$ cat src/rtl/pcs_pkg.sv
// Shared PCS definitions: alignment-marker lane constants, BIP step function
// and the alignment-lock state type.
package pcs_pkg;

  // Sync header carried by every alignment marker (control block).
  localparam logic [1:0] AM_SYNC = 2'b01;

  // Marker payload per PCS lane: bits [25:2] hold M0..M2, bits [57:34] hold M4..M6.
  localparam logic [23:0] AM_M012 [4] = '{24'h477690, 24'hE6C4F0, 24'h9B65C5, 24'h3D79A2};
  localparam logic [23:0] AM_M456 [4] = '{24'hB8896F, 24'h193B0F, 24'h649A3A, 24'hC2865D};

  typedef enum logic [1:0] {
    FIND_1ST = 2'd0,
    COUNT_1  = 2'd1,
    LOCKED   = 2'd2
  } am_state_t;

  // Fold one 66b block into a BIP accumulator. Bit i collects every eighth
  // payload bit starting at 2+i; the sync header bits land in BIP[3] and BIP[4].
  function automatic logic [7:0] bip_step(input logic [7:0] acc, input logic [65:0] blk);
    logic [7:0] r;
    r = acc;
    for (int i = 0; i < 8; i++) begin
      for (int k = 0; k < 8; k++) begin
        r[i] = r[i] ^ blk[2 + i + 8 * k];
      end
    end
    r[3] = r[3] ^ blk[0];
    r[4] = r[4] ^ blk[1];
    return r;
  endfunction

  // One-hot-ish lane match vector; BIP fields [33:26] and [65:58] are ignored.
  function automatic logic [3:0] am_match(input logic [65:0] blk);
    logic [3:0] m;
    for (int l = 0; l < 4; l++) begin
      m[l] = (blk[1:0] == AM_SYNC) && (blk[25:2] == AM_M012[l]) && (blk[57:34] == AM_M456[l]);
    end
    return m;
  endfunction

endpackage

$ cat src/rtl/am_lock_bip_check.sv
// Per-lane 40GBASE-R alignment-marker lock, marker-slot flagging and BIP3 check.
// All outputs are registered and aligned to block_out (one cycle after block_in).
//
// Stream qualifier: block_in is meaningful only while block_valid=1. A cycle with
// block_valid=0 carries no block; it advances nothing (position, BIP, FSM) and
// produces block_out_vld=0 with am_slot and bip_error low. There is no back-pressure.
module am_lock_bip_check
  import pcs_pkg::*;
#(
  parameter int AM_PERIOD   = 16384,
  parameter int INVLD_LIMIT = 4,
  parameter int ERR_CNT_W   = 16
) (
  input  logic                 clk,
  input  logic                 reset_n,
  input  logic                 block_lock,
  input  logic [65:0]          block_in,
  input  logic                 block_valid,
  output logic [65:0]          block_out,
  output logic                 block_out_vld,
  output logic                 am_slot,
  output logic                 am_lock,
  output logic [1:0]           lane_id,
  output logic                 bip_error,
  output logic [ERR_CNT_W-1:0] bip_err_cnt,
  output am_state_t            fsm_state
);

  localparam int POS_W = (AM_PERIOD > 2) ? $clog2(AM_PERIOD) : 1;
  localparam int INV_W = $clog2(INVLD_LIMIT + 1);
  localparam logic [POS_W-1:0] POS_LAST = POS_W'(AM_PERIOD - 1);
  localparam logic [INV_W-1:0] INV_LAST = INV_W'(INVLD_LIMIT - 1);

  am_state_t            state_q, state_d;
  logic [POS_W-1:0]     pos_q, pos_d, pos_next;
  logic [INV_W-1:0]     invld_q, invld_d;
  logic [7:0]           acc_q, acc_d;
  logic [1:0]           cand_q, cand_d, cand_sel;
  logic [3:0]           match;
  logic                 match_any, at_slot;
  logic                 lock_d, slot_d, err_d;
  logic [1:0]           lane_d;
  logic [ERR_CNT_W-1:0] cnt_d;

  assign fsm_state = state_q;

  // Marker decode and position bookkeeping for the current input block.
  always_comb begin
    match     = am_match(block_in);
    match_any = |match;
    cand_sel  = 2'd0;
    for (int l = 3; l >= 0; l--) begin
      if (match[l]) cand_sel = 2'(l);
    end
    at_slot  = (pos_q == '0);
    pos_next = (pos_q == POS_LAST) ? '0 : pos_q + POS_W'(1);
  end

  // Next-state, counters, BIP accumulator and output values.
  always_comb begin
    state_d = state_q;
    pos_d   = pos_q;
    invld_d = invld_q;
    acc_d   = acc_q;
    cand_d  = cand_q;
    lock_d  = am_lock;
    lane_d  = lane_id;
    slot_d  = 1'b0;
    err_d   = 1'b0;
    cnt_d   = bip_err_cnt;
    if (!block_lock) begin
      // Losing block lock forgets alignment but keeps the error history.
      state_d = FIND_1ST;
      pos_d   = '0;
      invld_d = '0;
      acc_d   = '0;
      cand_d  = '0;
      lock_d  = 1'b0;
      lane_d  = '0;
    end else if (block_valid) begin
      case (state_q)
        FIND_1ST: begin
          if (match_any) begin
            cand_d  = cand_sel;
            pos_d   = POS_W'(1);
            acc_d   = bip_step(8'h00, block_in);
            state_d = COUNT_1;
          end
        end
        COUNT_1: begin
          pos_d = pos_next;
          acc_d = bip_step(acc_q, block_in);
          if (at_slot) begin
            if (match[cand_q]) begin
              lock_d  = 1'b1;
              lane_d  = cand_q;
              invld_d = '0;
              acc_d   = bip_step(8'h00, block_in);
              state_d = LOCKED;
            end else begin
              // The mismatching block is dropped, not retried as a first marker.
              state_d = FIND_1ST;
            end
          end
        end
        LOCKED: begin
          pos_d = pos_next;
          acc_d = bip_step(acc_q, block_in);
          if (at_slot) begin
            slot_d = 1'b1;
            acc_d  = bip_step(8'h00, block_in);
            if (match[lane_id]) begin
              invld_d = '0;
              if (block_in[33:26] != acc_q) begin
                err_d = 1'b1;
                if (bip_err_cnt != '1) cnt_d = bip_err_cnt + ERR_CNT_W'(1);
              end
            end else if (invld_q == INV_LAST) begin
              invld_d = '0;
              lock_d  = 1'b0;
              state_d = FIND_1ST;
            end else begin
              invld_d = invld_q + INV_W'(1);
            end
          end
        end
        default: state_d = FIND_1ST;
      endcase
    end
  end

  // State and output registers; reset clears everything including the error count.
  always_ff @(posedge clk or negedge reset_n) begin
    if (!reset_n) begin
      state_q       <= FIND_1ST;
      pos_q         <= '0;
      invld_q       <= '0;
      acc_q         <= '0;
      cand_q        <= '0;
      block_out     <= '0;
      block_out_vld <= 1'b0;
      am_slot       <= 1'b0;
      am_lock       <= 1'b0;
      lane_id       <= '0;
      bip_error     <= 1'b0;
      bip_err_cnt   <= '0;
    end else begin
      state_q       <= state_d;
      pos_q         <= pos_d;
      invld_q       <= invld_d;
      acc_q         <= acc_d;
      cand_q        <= cand_d;
      block_out     <= block_lock ? block_in : '0;
      block_out_vld <= block_lock & block_valid;
      am_slot       <= slot_d;
      am_lock       <= lock_d;
      lane_id       <= lane_d;
      bip_error     <= err_d;
      bip_err_cnt   <= cnt_d;
    end
  end

endmodule

$ cat config.mk
export PLATFORM = sky130hd
export DESIGN_NAME = am_lock_bip_check
export DESIGN_NICKNAME = d
export VERILOG_FILES = /design/src/rtl/pcs_pkg.sv /design/src/rtl/am_lock_bip_check.sv
export SDC_FILE = /design/constraint.sdc
export NUM_CORES = 1
export LEC_CHECK = 0
export ABC_AREA = 1
export CAP_MARGIN = 0
export CORE_UTILIZATION = 56
export CTS_BUF_LIST = sky130_fd_sc_hd__clkbuf_8 sky130_fd_sc_hd__clkbuf_16
export CTS_CLUSTER_DIAMETER = 80
export DETAILED_ROUTE_END_ITERATION = 6
export GPL_TIMING_DRIVEN = 0
export PLACE_DENSITY = 0.87
export SLEW_MARGIN = 20
export SYNTH_ARGS = -nofsm -noshare
export SYNTH_HDL_FRONTEND = slang
export SYNTH_SLANG_ARGS = --single-unit
export TNS_END_PERCENT = 10
$ cat constraint.sdc
create_clock -name clk -period 3.2 [get_ports clk]
set_input_delay 0.8 -clock clk [delete_from_list [all_inputs] [get_ports clk]]
set_output_delay 0.8 -clock clk [all_outputs]
set_load 0.01 [all_outputs]
Word level (Yosys, flattened, before mapping) --
Index checks and enable logic that the tools add are counted.
Word-level totals: register bits 117, bits of input ports 70, output and inout bits 90, word-level logic and storage cells 257
Operators by class: $add $sub $neg 3, order comparisons 2, equal/unequal tests 30, muxes and demuxes 65, bitwise logic cells 125, reduce and logical (&&, ||, !) cells 20
Operators by type and width (count):
- bitwise XOR 1 bit | 124
- == test 24 bit, second input constant | 4
- two-way mux 66 bit | 1
- two-way mux 14 bit | 4
- == test 24 x 23 -> 1 bit, second input constant | 2
- two-way mux 8 bit | 6
- two-way mux 2 bit | 21
- one-hot mux 14 bit (2 select lines) | 1
- == test 24 x 21 -> 1 bit, second input constant | 1
- == test 24 x 22 -> 1 bit, second input constant | 1
- one-hot mux 8 bit (3 select lines) | 1
- two-way mux 3 bit | 7
- two-way mux 1 bit | 19
- != test 3 bit, second input constant | 6
- adder 16 x 1 -> 16 bit, second input constant | 1
- != test 16 bit, second input constant | 1
- adder 14 x 1 -> 14 bit, second input constant | 1
- == test 14 bit, second input constant | 1
- zero test 14 bit | 1
- AND reduction 7 bit | 2
- != test 2 x 1 -> 1 bit, second input constant | 6
- AND reduction 3 bit | 3
- logical AND 1 bit | 8
- != test 8 bit | 1
- 19 further kinds | 22

Depth between registers and ports, before layout --
Gate-level depths: netlist of run 1.
depth in word-level cells 14, depth in mapped cells 17, gate-level depth less buffers 17

Least setup slack after synthesis of run 1 --
No wires, ideal clock.
path type input-to-reg, start point input block_in[47], end point register bip_err_cnt[9], setup time 127 ps, data arrival time 2120 ps, data required time 3073 ps, path slack 953 ps, stages 14, buffers on the path 2, cells stage by stage clkbuf_2 > nor2_1 > nand2_1 > nor2_2 > inv_1 > nor2_2 > nand2_1 > nand2_1 > nand3_1 > nand2_2 > nand3_2 > nor2_4 > buf_4 > o21ai_0
On the way: longest elaborated chain between the ends 5, elaborated cells between the ends (all ways) 11, those cells by class 4 x eq/ne; 2 x mux; 5 x reduce/logical
RTL lines:
- start: declaration | line am_lock_bip_check.sv:17 | input logic [65:0] block_in,
- == test 24 bit, or another cell as far along | line pcs_pkg.sv:37 | m[l] = (blk[1:0] == AM_SYNC) && (blk[25:2] == AM_M012[l]) && (blk[57:34] == AM_M456[l]);
- logical AND 1 bit | line pcs_pkg.sv:37
- binary-select mux 1 bit (select 2 bit) * | line am_lock_bip_check.sv:112 | if (match[lane_id]) begin
- two-way mux 1 bit (not written as such) * | line am_lock_bip_check.sv:112
- AND reduction 7 bit (no source line) *
- end signal: assignment | line am_lock_bip_check.sv:159 | bip_err_cnt <= cnt_d;
- end: declaration | line am_lock_bip_check.sv:25 | output logic [ERR_CNT_W-1:0] bip_err_cnt,
Every way passes the cells marked *; elsewhere a longest branch is shown, timed or not. The select of a mux whose other input is x is not followed. A chain may end at the register's enable or synchronous reset.

Worst setup path after layout of run 1 --
start point input block_in[42], end point register acc_q[2]
On the way: longest elaborated chain between the ends 9, elaborated cells between the ends (all ways) 18, those cells by class 5 x eq/ne; 7 x mux; 6 x reduce/logical
RTL lines:
- == test 24 bit, or another cell as far along | line pcs_pkg.sv:37
- logical AND 1 bit | line pcs_pkg.sv:37
- binary-select mux 1 bit (select 2 bit) | line am_lock_bip_check.sv:94 | if (match[cand_q]) begin
- two-way mux 1 bit (not written as such) | line am_lock_bip_check.sv:94
- two-way mux 8 bit | line am_lock_bip_check.sv:94
- two-way mux 8 bit | line am_lock_bip_check.sv:93 | if (at_slot) begin
- one-hot mux 8 bit (3 select lines) | line am_lock_bip_check.sv:81 | case (state_q)
- two-way mux 8 bit | line am_lock_bip_check.sv:80 | end else if (block_valid) begin
- two-way mux 8 bit | line am_lock_bip_check.sv:71 | if (!block_lock) begin
- end signal: assignment | line am_lock_bip_check.sv:138 | acc_q <= '0;
- end signal: assignment | line am_lock_bip_check.sv:151 | acc_q <= acc_d;
- end: declaration | line am_lock_bip_check.sv:37 | logic [7:0] acc_q, acc_d;
Parallel ways exist; a longest one is shown, timed or not. The select of a mux whose other input is x is not followed.

==> results of run 1 <==
## state kept, by name, summed over array words and instances, names as in the netlist, 2 cells and up
signal       flops
acc_q            8
bip_err_cnt     16
fsm_state        2
block_out       66
pos_q           14
cand_q           2
invld_q          3
lane_id          2
## critical path: stages
cell	delay [ps]
clkdlybuf4s50_1	690
inv_1	120
nor2_1	100
nand2_1	50
nor2_1	160
nand2_1	70
nor2_1	190
nand3_1	110
nand3_1	110
nand2_1	110
o21bai_2	450
nand2_1	120
nand2_1	100
nand2_1	60
nand2_1	60
## power breakdown
group	total, mW	leakage (nW)	switching [mW]	internal [mW]
clock network	2.08	0.328	0.685	1.40
registers	1.69	1.51	0.0874	1.60
logic	1.48	3.13	0.904	0.579
## logic make-up (layout without fill, tap and decap cells)
logic type,count (synthesis),after routing,share of synthesized area [%]
compound gates,43,43,3.117
xor+xnor,126,126,14.72
fa+ha+maj,8,8,1.326
buf+inv,219,392,11.54
flops,117,117,38.79
simple gates,530,530,30.50
## metal layers
metal  global-route usage (%)  vias to the layer above
met4                    14.98                        0
li1                         -                     3496
met3                    8.188                       68
met5                        0                        -
met2                    55.15                      392
met1                    43.61                     3495
## synth_stat cells (8+ instances only)
master / n
o21ai_0: 29
nand4_1: 25
ha_1: 8
buf_2: 14
inv_1: 182
nor2_1: 99
nand2_1: 273
nand3_1: 63
dfrtp_1: 117
xor2_1: 65
nor3_1: 35
nor4_1: 10
xnor2_1: 60
## metrics by stage
step | instances | hold slack [ps] | TNS (ps) | setup slack (ps) | util (%)
5_1_grt | 1392 | 327.0 | 0 | 39.99 | 74.63
3_3_place_gp | 1359 | 450.8 | -357720 | -3066 | 69.51
6_report | 1392 | 289.2 | 0 | 227.8 | 74.63
2_1_floorplan | 1043 | 436.8 | 0 | 952.9 | -
4_1_cts | 1392 | 297.9 | 0 | 341.3 | 74.63
3_5_place_dp | 1360 | 467.9 | -356.4 | -61.02 | 69.73
## cell type report
cell class,count,area (µm²)
plain buffers,34,176.4
clock buffers,22,494.2
clock inverters,10,151.4
fillers,966,3347
inverters,185,694.4
multi-input cells,707,3749
flip-flops and latches,117,2928
well taps,176,220.2
repair buffers,141,1430
## final timing paths
path                            cells after the start                          end
worst max-delay path                               15         acc_q[2]$_DFFE_PN0P_
worst min-delay path                                1  bip_err_cnt[14]$_DFFE_PN0P_
worst max register to register                      8        pos_q[13]$_DFFE_PN0P_
worst min register to register                      2          am_lock$_DFFE_PN0P_
max in group asynchronous                           2      block_out[37]$_DFF_PN0_
min in group clk                                    2          am_lock$_DFFE_PN0P_
==> out/metrics.csv, run 1 <==
stage;metric;value;unit
setup_path;RR Startpoint;pos_q[0]$_DFFE_PN0P_;
sta;Fmax;336.5;MHz
sta;Clock Skews;7.158;ps
setup_path;CP Class;in -> reg;
setup_path;Startpoint Class;input pin;
synth;Post-synth EDFFs;0;
place;area post-placement;9198;µm²
synth;asr flop ratio synth;100.0;%
die;die height;118.1;µm
route;initial DRC count;868;
setup_path;Critical Path AT;3340;ps
route;via count;7451;
finish;ratio of cells with drive above 1 in the final layout;6.250;%
route;Wirelength per Cell;16.44;µm
synth;top post-synthesis cells by area;dfrtp_1 39%, nand2_1 14%, inv_1 9.1%;
grt;global-route wire length before repair;36650;µm
sta;worst slew pin tran;1036;ps
route;met3 wire len;2123;µm
sta;RSZ-0062 raised after global routing;false;
grt;remaining global-route overflow;0;
route;DRT antenna net count;0;
synth;area leader, netlist;dfrtp_1;
clock_tree;CTS tree;yes;
clock_tree;CTS sink count;117;
setup_path;Critical Path RT;3560;ps
place;DP HPWL;16760;µm
synth;Post-Syn Nets;1121;
route;Via density;5.353;
synth;Cells after Synth;1043;
die;Core ar.;13190;µm²
die;Die X;118.1;µm
setup_path;crit path launch;block_in[42];
sta;Hold Vio Cnt, Final;0;
synth;Ys Warns;0;
clock_tree;post-CTS setup buffers;0;
power;IR drop worst, VDD;335.7;µV
clock_tree;cts hold-fix bufs;0;
route;routed wire length;22890;µm
die;Die Area;13950;µm²
grt;vias in the first global route;7214;
synth;Seq/Total Area, Yosys;38.79;%
clock_tree;clock transition at the registers of the reported paths;50;ps
finish;n_diodes;0;
route;highest metal used;met4;
grt;initial antenna violation count;0;
finish;Area Growth Syn to Fin;30.42;%
power;Pwr Total;5.250;mW
synth;mean post-synth cell area;7.236;µm²
clock_tree;clock root buffer;clkbuf_16;
sta;min Tclk post-route;2972;ps
finish;Layout Nets;1281;
worst_hold_path;hold crit path type;in -> async;
outcome;outcome;completed;
synth;synthesized area;7547;µm²
die;FP Rows;42;
route;DRC Markers;0;
grt;largest net degree at the start of global routing;76;
sta;worst relative slew slack;30.30;%
synth;fraction of post-synthesis cell area in the top cell type by area;38.79;%
route;Post-Route M1 WL;9250;µm
power;leakage;4.967;nW
clock_tree;Skew-Pair Late Insertion Delay;430;ps
clock_tree;TritonCTS buffer count;17;
clock_tree;CTS max path bufs;2;
finish;Final Cell Area;9843;µm²
setup_path;crit path capture type;flip-flop;
synth;#FFs+latches synth;117;
power;PD cells;533.3;nW/µm²
grt;gr usage total;34.18;%
finish;most frequent cells in the layout;273 x nand2_1, 184 x inv_1, 139 x clkdlybuf4s50_1, 117 x dfrtp_1, 99 x nor2_1;
setup_path;crit-path max FO;8;
sta;Final Cycle Share;92.88;%
die;Starting Density;57.22;%
clock_tree;H-tree depth;4;
place;Buffers on Ports;140;
job;max_cap viols;0;
route;metal2 WL;10780;µm
die;I/O Pins;160;
setup_path;flop-to-flop setup slack;720;ps
finish;most common cell after layout, fill and taps aside;nand2_1;
sta;# setup viols final;0;
sta;fin. max-slew vios;0;
clock_tree;Gates resized, CTS repair;0;
place;GPL Wtd Cong;0.9616;
synth;Synth Flop Type;dfrtp_1;
route;Pre-antenna DRT Iters;6;
synth;post-synth cell types;40;
(Power assumes the default switching activity.)
==> inputs of run 2 (changes only) <==
CORE_UTILIZATION = 58   (was 56)
CTS_BUF_LIST = sky130_fd_sc_hd__clkbuf_2 sky130_fd_sc_hd__clkbuf_4 sky130_fd_sc_hd__clkbuf_8   (was sky130_fd_sc_hd__clkbuf_8 sky130_fd_sc_hd__clkbuf_16)
PLACE_DENSITY = 0.89   (was 0.87)
==> run 2 against run 1 <==
Clock-buffer cell count fell by 3; cell count fell by 0.29%; utilization rose by 1.3 points; combinational power barely moved; register-to-register slack improved by 20 ps; total power fell by 11%; maximum frequency fell by 3.7%; largest cell class unchanged; critical endpoint unchanged; largest power group is now registers; worst hold slack got worse by 36 ps; final area fell by 2.2%; sequential cell count did not move; critical path depth did not move; global-route usage rose by 1.8 points.
==> out/metrics.csv, run 2 (synthesized netlist as in run 1, its figures left out) <==
stage;metric;value;unit;change
outcome;outcome;completed;;
finish;Final Util;75.98;%;+1.3 points
grt;largest net degree at the start of global routing;74;;-2.6%
setup_path;Startpoint Class;input pin;;
finish;Most flops, register;block_out;;
die;Core ar.;12670;µm²;-3.9%
sta;min Tclk post-route;3086;ps;+114.1 ps
die;Die X;116.1;µm;-1.7%
route;Pre-antenna DRT Iters;5;;-1
route;DRC Markers;0;;unchanged
die;Die Area;13470;µm²;-3.4%
sta;Min Hold Slack;253.0;ps;-36.20 ps
clock_tree;clock transition at the registers of the reported paths;70;ps;+20 ps
clock_tree;Skew-Pair Late Insertion Delay;470;ps;+40 ps
place;Buffers on Ports;140;;unchanged
sta;Clock Skews;7.950;ps;+0.7917 ps
grt;initial antenna violation count;0;;unchanged
finish;Final Cell Area;9627;µm²;-2.2%
route;initial DRC count;746;;-14%
finish;n_diodes;0;;unchanged
finish;non-filler cells, final;1388;;-0.29%
route;Via density;5.358;;about the same
clock_tree;H-tree depth;4;;unchanged
clock_tree;post-CTS setup buffers;0;;unchanged
finish;most frequent cells in the layout;273 x nand2_1, 182 x inv_1, 139 x clkdlybuf4s50_1, 117 x dfrtp_1, 99 x nor2_1;;
sta;# setup viols final;0;;unchanged
grt;gr usage total;35.99;%;+1.8 points
finish;Layout Nets;1281;;unchanged
route;routed wire length;23020;µm;+0.55%
route;via count;7437;;-0.19%
die;die height;116.1;µm;-1.7%
route;DRT antenna net count;0;;unchanged
sta;fin. max-slew vios;0;;unchanged
die;I/O Pins;160;;unchanged
place;area post-placement;9193;µm²;about the same
finish;Regs by FF count;block_out x66, bip_err_cnt x16, pos_q x14;;
clock_tree;TritonCTS buffer count;17;;unchanged
place;DP HPWL;17190;µm;+2.6%
finish;Largest register FFs;66;;unchanged
sta;Final Cycle Share;96.45;%;+3.6 points
grt;remaining global-route overflow;0;;unchanged
die;Starting Density;59.56;%;+2.3 points
setup_path;Critical Path RT;3600;ps;+40 ps
finish;most common cell after layout, fill and taps aside;nand2_1;;
grt;global-route wire length before repair;36000;µm;-1.8%
power;leakage;4.850;nW;-2.4%
setup_path;crit-path max FO;8;;unchanged
worst_hold_path;hold crit path type;in -> async;;
clock_tree;CTS sink count;117;;unchanged
sta;Setup TNS;0;ps;unchanged
finish;Area Growth Syn to Fin;27.55;%;
die;FP Rows;41;;-2.4%
power;PD cells;486.6;nW/µm²;-8.8%
job;max_cap viols;0;;unchanged
power;IR drop worst, VDD;282.2;µV;-16%
setup_path;Critical Path AT;3490;ps;+150 ps
clock_tree;clock root buffer;clkbuf_8;;
grt;vias in the first global route;7132;;-1.1%
clock_tree;Gates resized, CTS repair;0;;unchanged
sta;worst slew pin tran;990.3;ps;-45.70 ps
clock_tree;CTS max path bufs;2;;unchanged
setup_path;crit path capture type;flip-flop;;
sta;RSZ-0062 raised after global routing;false;;
sta;Fmax;324.0;MHz;-3.7%
finish;ratio of cells with drive above 1 in the final layout;6.414;%;+0.16 points
setup_path;CP Class;in -> reg;;
sta;Hold Vio Cnt, Final;0;;unchanged
sta;worst relative slew slack;33.37;%;+3.1 points
clock_tree;CTS tree;yes;;
route;Wirelength per Cell;16.58;µm;+0.84%
clock_tree;cts hold-fix bufs;0;;unchanged
place;GPL Wtd Cong;0.9769;;+1.6%
place;placed cell count;1356;;-0.29%
finish;filler cell count;939;;-2.8%
run 2: cell type report:
| cell class | instances | area, µm² | area share (%) |
|---|---|---|---|
| multi-input combinational | 707 | 3749 | 38.94 |
| sequential | 117 | 2928 | 30.41 |
| timing repair buffer | 141 | 1430 | 14.86 |
| inverter | 185 | 694.4 | 7.213 |
| clock buffer | 19 | 255.2 | 2.651 |
| tap | 172 | 215.2 | 2.236 |
| clock inverter | 13 | 178.9 | 1.859 |
| buffer | 34 | 176.4 | 1.833 |
run 2: stage by stage:
step,total power [mW],worst slack (ps)
2_1_floorplan,2.630,952.9
3_3_place_gp,3.090,-3040
3_5_place_dp,3.143,-125.6
4_1_cts,4.660,252.5
5_1_grt,4.903,42.70
6_report,4.684,113.7
run 2: routing by layer:
metal	global-route usage, %	vias to the layer above	routed length, µm
met5	0	-	0
met4	15.38	0	752
met3	8.316	70	1923
met2	59.09	385	10880
met1	45.58	3487	9457
li1	-	3495	-
run 2: power breakdown:
| group | internal [mW] | total, mW | switching [mW] |
|---|---|---|---|
| sequential | 1.60 | 1.68 | 0.0859 |
| combinational | 0.579 | 1.49 | 0.911 |
| clock | 0.872 | 1.51 | 0.642 |
| total | 3.05 | 4.68 | 1.64 |
run 2: worst paths after layout:
check                                           from                           to  slack (ps)  depth (start not counted)
worst max-delay path                    block_in[51]         acc_q[2]$_DFFE_PN0P_         110                         15
worst max register to register  pos_q[0]$_DFFE_PN0P_         pos_q[7]$_DFFE_PN0P_         740                          8
min in group clk                 am_lock$_DFFE_PN0P_          am_lock$_DFFE_PN0P_         500                          2
max in group asynchronous                    reset_n      block_out[45]$_DFF_PN0_        2250                          2
worst min register to register   am_lock$_DFFE_PN0P_          am_lock$_DFFE_PN0P_         500                          2
worst min-delay path                         reset_n  bip_err_cnt[13]$_DFFE_PN0P_         250                          1
run 2: worst max-delay path, stage by stage:
cell and delay (ps):
clkdlybuf4s50_1 700, inv_1 100, nor2_1 180, nand2_1 120, nor2_1 100, nand2_1 100, nor2_1 140, nand3_1 90
nand3_1 110, nand2_1 120, o21bai_2 500, nand2_1 160, nand2_1 130, nand2_1 50, nand2_1 60
